--- src/rtl/beep_pkg.sv ---
// Shared constants for the note player: note periods, FSM encoding, beat timing.
package beep_pkg;

  localparam int PERIOD_W = 20;
  localparam int BEATS_W  = 4;
  localparam int NOTE_W   = PERIOD_W + BEATS_W;

  localparam logic [23:0] TIME_125MS_DEF = 24'd12499999;
  localparam logic [23:0] GAP_CYCLES_DEF = 24'd1249999;

  // Tone periods in 100 MHz clock cycles.
  localparam logic [PERIOD_W-1:0] NOTE_REST = 20'd0;
  localparam logic [PERIOD_W-1:0] NOTE_C4   = 20'd382219;
  localparam logic [PERIOD_W-1:0] NOTE_D4   = 20'd340530;
  localparam logic [PERIOD_W-1:0] NOTE_E4   = 20'd303370;
  localparam logic [PERIOD_W-1:0] NOTE_F4   = 20'd286344;
  localparam logic [PERIOD_W-1:0] NOTE_G4   = 20'd255102;
  localparam logic [PERIOD_W-1:0] NOTE_A4   = 20'd227273;
  localparam logic [PERIOD_W-1:0] NOTE_B4   = 20'd202478;
  localparam logic [PERIOD_W-1:0] NOTE_C5   = 20'd191113;
  localparam logic [PERIOD_W-1:0] NOTE_D5   = 20'd170262;

  localparam logic [1:0] ST_IDLE = 2'd0;
  localparam logic [1:0] ST_LOAD = 2'd1;
  localparam logic [1:0] ST_PLAY = 2'd2;
  localparam logic [1:0] ST_GAP  = 2'd3;

  typedef struct packed {
    logic [PERIOD_W-1:0] period;
    logic [BEATS_W-1:0]  beats;
  } note_t;

  // Periods 0 and 1 cannot form a square wave; treat them as silence.
  function automatic logic is_rest(input logic [PERIOD_W-1:0] period);
    return period < 20'd2;
  endfunction

endpackage

--- src/rtl/beep_note_player_if.sv ---
// Note command handshake between a producer and the note player.
interface beep_note_player_if;
  import beep_pkg::*;

  logic                note_valid;
  logic                note_ready;
  logic [PERIOD_W-1:0] note_period;
  logic [BEATS_W-1:0]  note_beats;

  modport master (
    output note_valid,
    output note_period,
    output note_beats,
    input  note_ready
  );

  modport slave (
    input  note_valid,
    input  note_period,
    input  note_beats,
    output note_ready
  );

endinterface

--- src/rtl/beep_note_fifo.sv ---
// Note command buffer: synchronous FIFO with first-word fall-through read.
module beep_note_fifo #(
  parameter int WIDTH = 24,
  parameter int DEPTH = 4
) (
  input  logic                       clk,
  input  logic                       rst,
  input  logic                       push,
  input  logic                       pop,
  input  logic [WIDTH-1:0]           wdata,
  output logic [WIDTH-1:0]           rdata,
  output logic                       full,
  output logic                       empty,
  output logic [$clog2(DEPTH):0]     level
);

  localparam int AW = $clog2(DEPTH);
  localparam int CW = AW + 1;

  logic [WIDTH-1:0] mem [DEPTH];
  logic [AW-1:0]    wr_ptr;
  logic [AW-1:0]    rd_ptr;
  logic [CW-1:0]    count;

  assign rdata = mem[rd_ptr];
  assign full  = count == CW'(DEPTH);
  assign empty = count == '0;
  assign level = count;

  always_ff @(posedge clk) begin
    if (rst) begin
      wr_ptr <= '0;
      rd_ptr <= '0;
      count  <= '0;
    end else begin
      if (push)
        wr_ptr <= wr_ptr + AW'(1);
      if (pop)
        rd_ptr <= rd_ptr + AW'(1);
      unique case ({push, pop})
        2'b10:   count <= count + CW'(1);
        2'b01:   count <= count - CW'(1);
        default: count <= count;
      endcase
    end
  end

  always_ff @(posedge clk) begin
    if (push)
      mem[wr_ptr] <= wdata;
  end

endmodule

--- src/rtl/beep_note_player.sv ---
// Buffered square-wave note player for a piezo buzzer.
// Define BEEP_GAP_EN to insert a silent gap after every played note.
module beep_note_player
  import beep_pkg::*;
#(
  parameter logic [23:0] TIME_125MS = TIME_125MS_DEF,
  parameter logic [23:0] GAP_CYCLES = GAP_CYCLES_DEF,
  parameter int          FIFO_DEPTH = 4
) (
  input  logic                clk,
  input  logic                rst,
  beep_note_player_if.slave   bus,
  input  logic                mute,
  output logic                busy,
  output logic                beep
);

  localparam int LW = $clog2(FIFO_DEPTH) + 1;

  logic          push;
  logic          pop;
  logic          fifo_full;
  logic          fifo_empty;
  logic [LW-1:0] fifo_level;
  note_t         head;
  note_t         wnote;

  logic [1:0]          state;
  logic [1:0]          state_nx;
  logic [PERIOD_W-1:0] period;
  logic [BEATS_W-1:0]  beats_left;
  logic [23:0]         beat_cnt;
  logic [PERIOD_W-1:0] tone_cnt;

  logic beat_wrap;
  logic play_exit;
  logic tone_wrap;
  logic tone_hi;
  logic more;
  logic beep_nx;

  assign bus.note_ready = !fifo_full;
  assign push  = bus.note_valid && !fifo_full;
  assign pop   = state == ST_LOAD;
  assign wnote = '{period: bus.note_period, beats: bus.note_beats};

  beep_note_fifo #(
    .WIDTH (NOTE_W),
    .DEPTH (FIFO_DEPTH)
  ) u_fifo (
    .clk   (clk),
    .rst   (rst),
    .push  (push),
    .pop   (pop),
    .wdata (wnote),
    .rdata (head),
    .full  (fifo_full),
    .empty (fifo_empty),
    .level (fifo_level)
  );

  // A push landing in the decision cycle counts, so notes chain without an idle slot.
  assign more      = !fifo_empty || push;
  assign beat_wrap = beat_cnt == TIME_125MS;
  assign play_exit = beat_wrap && beats_left == 4'd1;
  assign tone_wrap = is_rest(period) || tone_cnt == period - 20'd1;
  assign tone_hi   = tone_cnt >= (period >> 1);

  assign beep_nx = state == ST_PLAY && !play_exit &&
                   !is_rest(period) && !mute && tone_hi;

  assign busy = state != ST_IDLE || !fifo_empty;

`ifdef BEEP_GAP_EN
  logic [23:0] gap_cnt;
  logic        gap_done;

  assign gap_done = gap_cnt == GAP_CYCLES;

  always_ff @(posedge clk) begin
    if (rst)
      gap_cnt <= '0;
    else if (state == ST_GAP && !gap_done)
      gap_cnt <= gap_cnt + 24'd1;
    else
      gap_cnt <= '0;
  end
`else
  logic unused_gap;
  assign unused_gap = ^GAP_CYCLES;
`endif

  always_comb begin
    state_nx = state;
    case (state)
      ST_IDLE: begin
        if (!fifo_empty)
          state_nx = ST_LOAD;
      end
      ST_LOAD: begin
        if (head.beats != '0)
          state_nx = ST_PLAY;
        else if (fifo_level > LW'(1) || push)
          state_nx = ST_LOAD;
        else
          state_nx = ST_IDLE;
      end
      ST_PLAY: begin
        if (play_exit) begin
`ifdef BEEP_GAP_EN
          state_nx = ST_GAP;
`else
          state_nx = more ? ST_LOAD : ST_IDLE;
`endif
        end
      end
      ST_GAP: begin
`ifdef BEEP_GAP_EN
        if (gap_done)
          state_nx = more ? ST_LOAD : ST_IDLE;
`else
        state_nx = ST_IDLE;
`endif
      end
      default: state_nx = ST_IDLE;
    endcase
  end

  always_ff @(posedge clk) begin
    if (rst) begin
      state      <= ST_IDLE;
      period     <= '0;
      beats_left <= '0;
      beat_cnt   <= '0;
      tone_cnt   <= '0;
      beep       <= 1'b0;
    end else begin
      state <= state_nx;
      beep  <= beep_nx;
      unique case (1'b1)
        state == ST_LOAD: begin
          period     <= head.period;
          beats_left <= head.beats;
          beat_cnt   <= '0;
          tone_cnt   <= '0;
        end
        state == ST_PLAY: begin
          beat_cnt <= beat_wrap ? '0 : beat_cnt + 24'd1;
          tone_cnt <= tone_wrap ? '0 : tone_cnt + 20'd1;
          if (beat_wrap)
            beats_left <= beats_left - 4'd1;
        end
        default: begin
          beat_cnt <= beat_cnt;
        end
      endcase
    end
  end

endmodule
--- src/flat_wrapper.sv ---
// flat-port wrapper written by rule: the top's interface ports become plain ports
module beep_note_player_flat import beep_pkg::*;
#(
  parameter logic [23:0] TIME_125MS = TIME_125MS_DEF,
  parameter logic [23:0] GAP_CYCLES = GAP_CYCLES_DEF,
  parameter int          FIFO_DEPTH = 4
)
  (clk, rst, mute, busy, beep, bus_note_valid, bus_note_period, bus_note_beats, bus_note_ready);
  beep_note_player_if bus_i ();
  input  logic clk;
  input  logic rst;
  input  logic mute;
  output logic busy;
  output logic beep;
  input wire logic [$bits(bus_i.note_valid)-1:0] bus_note_valid;
  input wire logic [$bits(bus_i.note_period)-1:0] bus_note_period;
  input wire logic [$bits(bus_i.note_beats)-1:0] bus_note_beats;
  output wire logic [$bits(bus_i.note_ready)-1:0] bus_note_ready;
  assign bus_i.note_valid = bus_note_valid;
  assign bus_i.note_period = bus_note_period;
  assign bus_i.note_beats = bus_note_beats;
  assign bus_note_ready = bus_i.note_ready;
  beep_note_player #(.TIME_125MS(TIME_125MS), .GAP_CYCLES(GAP_CYCLES), .FIFO_DEPTH(FIFO_DEPTH)) u_core (.clk(clk), .rst(rst), .bus(bus_i), .mute(mute), .busy(busy), .beep(beep));
endmodule
--- config.mk ---
export PLATFORM = sky130hd
export DESIGN_NAME = beep_note_player_flat
export DESIGN_NICKNAME = d
export VERILOG_FILES = /design/src/rtl/beep_pkg.sv /design/src/rtl/beep_note_player_if.sv /design/src/rtl/beep_note_fifo.sv /design/src/rtl/beep_note_player.sv /design/src/flat_wrapper.sv
export SDC_FILE = /design/constraint.sdc
export NUM_CORES = 1
export LEC_CHECK = 0
export CAP_MARGIN = 20
export CORE_ASPECT_RATIO = 0.7
export CORE_MARGIN = 2
export CORE_UTILIZATION = 40
export CTS_CLUSTER_SIZE = 40
export DETAILED_ROUTE_END_ITERATION = 10
export DONT_BUFFER_PORTS = 1
export HOLD_SLACK_MARGIN = 0.05
export RECOVER_POWER = 100
export SKIP_CTS_REPAIR_TIMING = 1
export SYNTH_ARGS = -nofsm -noshare
export SYNTH_HDL_FRONTEND = slang
export SYNTH_HIERARCHICAL = 1
export SYNTH_SLANG_ARGS = --single-unit
--- constraint.sdc ---
create_clock -name clk -period 3.44 [get_ports clk]
set_clock_uncertainty 0.15 [all_clocks]
set_input_delay 0.86 -clock clk [delete_from_list [all_inputs] [get_ports clk]]
set_output_delay 0.86 -clock clk [all_outputs]
set_load 0.01 [all_outputs]
==> impl_metrics.py <==
metrics = {
    "layout": {
        "final_area_sq_um": 9382,
        "drive_gt1_frac": 0.1124,
        "synthToLayoutAreaGrowth_pct": 9.941,
        "fillers": 1907,
        "n_antenna_cell": 0,
        "layout.nets": 805,
        "stdcell_count": 1032,
    },
    "setup_path": {
        "critical_path_class": "reg2reg",
        "critPathLaunchType": "flip-flop",
        "critPathSlowestCell": "nor3b_4",
        "cp.arrival_ns": 3.39,
        "critical-path-max-stage-delay_ns": 0.48,
        "cp-end-kind": "flip-flop",
        "crit_chain": "inv_1 > ha_1 > nor3b_4 > nand3_1 > or4_1 > a2111oi_2 > and4_4 > a211oi_4 > a21oi_1 > mux2i_1",
        "worstPathRequired_ns": 3.59,
        "crit_fanout": 14,
    },
    "yosys": {
        "syn_nets": 798,
        "ys_ff_latch": 176,
        "yosysTopAreaCell": "edfxtp_1",
        "synth_edf_count": 96,
        "synth_top_area_share": 0.3378,
        "netlist_area_sq_um": 8533,
        "synth_common_cells": "96 x edfxtp_1, 80 x dfxtp_1, 75 x nor2_1",
        "synth.avg_cell_area_sq_um": 11.59,
        "synth_flop_cell": "edfxtp_1",
        "async_reset_ff_frac": 0,
        "syn_inst": 736,
        "yosys_warnings": 6,
        "ys_seq_area_frac": 0.5255,
        "synth.distinct_cells": 65,
        "synth.area.top_cells": "edfxtp_1 34%, dfxtp_1 19%, mux4_2 5.3%",
        "synth_most_common_cell": "edfxtp_1",
    },
    "place": {
        "port_buffers": 0,
        "placedCellCount": 999,
        "place.gp.congestion": 0.8748,
        "dpl_cell_area_sq_um": 8813,
        "dp_slack_ns": -0.1141,
        "dp_hpwl_um": 12080,
    },
    "clock_tree": {
        "clk_latency_ns": 0.43,
        "htreeDepth": 4,
        "cts_tree": "done",
        "clkTransAtPathRegs_ns": 0.07,
        "clkSinkCount": 176,
        "cts_root_buffer": "clkbuf_16",
        "cts_buffers": 17,
        "cts.path.max_buffers": 2,
    },
    "global_route": {
        "antenna_found_initial": 0,
        "grt_use_total": 0.1624,
        "overflow": 0,
        "grt_pass1_wl_um": 28270,
        "grt_pass1_vias": 5462,
        "grt_max_degree": 55,
    },
    "floorplanning": {
        "start_util": 0.4101,
        "io_pins": 31,
        "die_height_um": 126.2,
        "die_w_um": 178.6,
        "core_sq_um": 20810,
        "die-area_sq_um": 22540,
        "row_count": 44,
    },
    "detailed_routing": {
        "vias": 5579,
        "drc": 0,
        "dr.pass1.iters": 7,
        "drtIter0Drc": 490,
        "viasPerCell": 5.406,
        "wire_per_inst_um": 17.02,
        "drt-total-wl_um": 17570,
        "drt.antenna.violating_nets": 0,
    },
    "pwr": {
        "internal_power_uw": 4485,
        "comb_power_share": 0.341,
        "p_leak_uw": 0.003315,
        "p_sw_uw": 2365,
        "power.share.clock": 0.270,
        "seqPwrFrac": 0.388,
        "ir_drop_mv": 0.3426,
        "switching_share": 0.3453,
        "power_density_nw_per_um2": 730.2,
    },
    "timing": {
        "fin_crit_ns": 3.241,
        "fin_crit_sh": 0.9422,
        "final_hold_viol_count": 0,
        "timing.fmax_ghz": 0.3085,
        "worst_slack_ns": 0.1990,
        "rsz0062_at_grt": "no",
        "maxSlewViolCount": 0,
        "worst_pin_slew_ns": 1.016,
        "slew_headroom": 0.3224,
        "hold_slack_ns": 0.3301,
        "setup_viol": 0,
        "tns_ns": 0,
    },
    "run": {
        "maxCapViolations": 0,
    },
    "min_path": {
        "hold_class": "reg2reg",
    },
    "status": {
        "outcome": "complete, no violations",
    },
}
-- sequential cells by signal, summed over array words and instances, names as in the netlist, named ones only --
signal	count
u_core/u_fifo/mem	96
u_core/beat_cnt	24
u_core/period	20
u_core/tone_cnt	20
u_core/beats_left	4
u_core/u_fifo/level	3
u_core/state	2
u_core/u_fifo/rd_ptr	2
u_core/u_fifo/wr_ptr	2
u_core/beep	1
-- final timing paths --
path	startpoint	end	slack, ns	depth (start not counted)
setup / recovery	u_core/period[0]$_SDFFE_PP0P_	u_core/tone_cnt[14]$_SDFFE_PP0P_	0.20	10
hold / removal	u_core/state[1]$_SDFFE_PP0P_	u_core/state[1]$_SDFFE_PP0P_	0.33	2
setup reg to reg	u_core/period[0]$_SDFFE_PP0P_	u_core/tone_cnt[14]$_SDFFE_PP0P_	0.20	10
hold reg to reg	u_core/state[1]$_SDFFE_PP0P_	u_core/state[1]$_SDFFE_PP0P_	0.33	2
-- layout by cell type (no fill, tap or decap), drive strengths merged, types with 26 or more instances in the layout --
cell / n
o21ai: 27
inv: 56
ha: 33
nand2: 35
nor2: 75
edfxtp: 96
nand3: 29
a21oi: 34
clkbuf: 26
xnor2: 33
dfxtp: 80
-- per-layer routing --
metal	GRT usage	part of all wire
met5	0	0
met4	0.04543	0.015
met3	0.04982	0.060
met2	0.2419	0.45
met1	0.2289	0.48
-- worst max-delay path, delay by kind of cell (launching register included) --
family	cells	cell delay, ns
AOI/OAI and AO/OA	3	0.71
muxes	1	0.09
adders and majority gates	1	0.21
and+or+nand+nor	4	1.50
buffers and inverters	1	0.09
DFF	1	0.37
-- power by group through the flow --
| stage | Clock, uW | Sequential (uW) | Combinational (uW) |
|---|---|---|---|
| after global placement | 0 | 2690 | 2270 |
| after floorplan | 0 | 2660 | 1880 |
| final | 1850 | 2660 | 2340 |
| after global routing | 1980 | 2700 | 2570 |
| after CTS | 1890 | 2660 | 2340 |
| after detailed placement | 0 | 2710 | 2320 |
-- logic make-up (layout without fill, tap and decap cells) --
kind of cell | Yosys count | count (layout) | share of synthesized area
AO/OA/AOI/OAI | 104 | 105 | 0.08021
XOR/XNOR | 54 | 54 | 0.05543
adder cells (fa/ha/maj) | 34 | 34 | 0.05073
buffers and inverters | 82 | 101 | 0.04721
flip-flops | 176 | 176 | 0.5255
multiplexers | 49 | 49 | 0.09443
AND/OR/NAND/NOR | 237 | 237 | 0.1465
-- per-stage QoR --
stage	util	total power [uW]
global placement	0.4235	4953
CTS	0.4508	6888
finish	0.4508	6850
floorplan	-	4541
detailed placement	0.4235	5031
global route	0.4508	7240
-- area by class of cell --
type | count | area, sq um | share of cell area
multi-input combinational | 479 | 3666 | 0.3908
tap | 276 | 345.3 | 0.03681
sequential | 176 | 4484 | 0.4780
clock buffer | 19 | 432.9 | 0.04615
timing repair buffer | 21 | 137.6 | 0.01467
clock inverter | 13 | 135.1 | 0.01440
inverter | 48 | 180.2 | 0.01921
No activity file was read; power rests on OpenSTA's default activity.
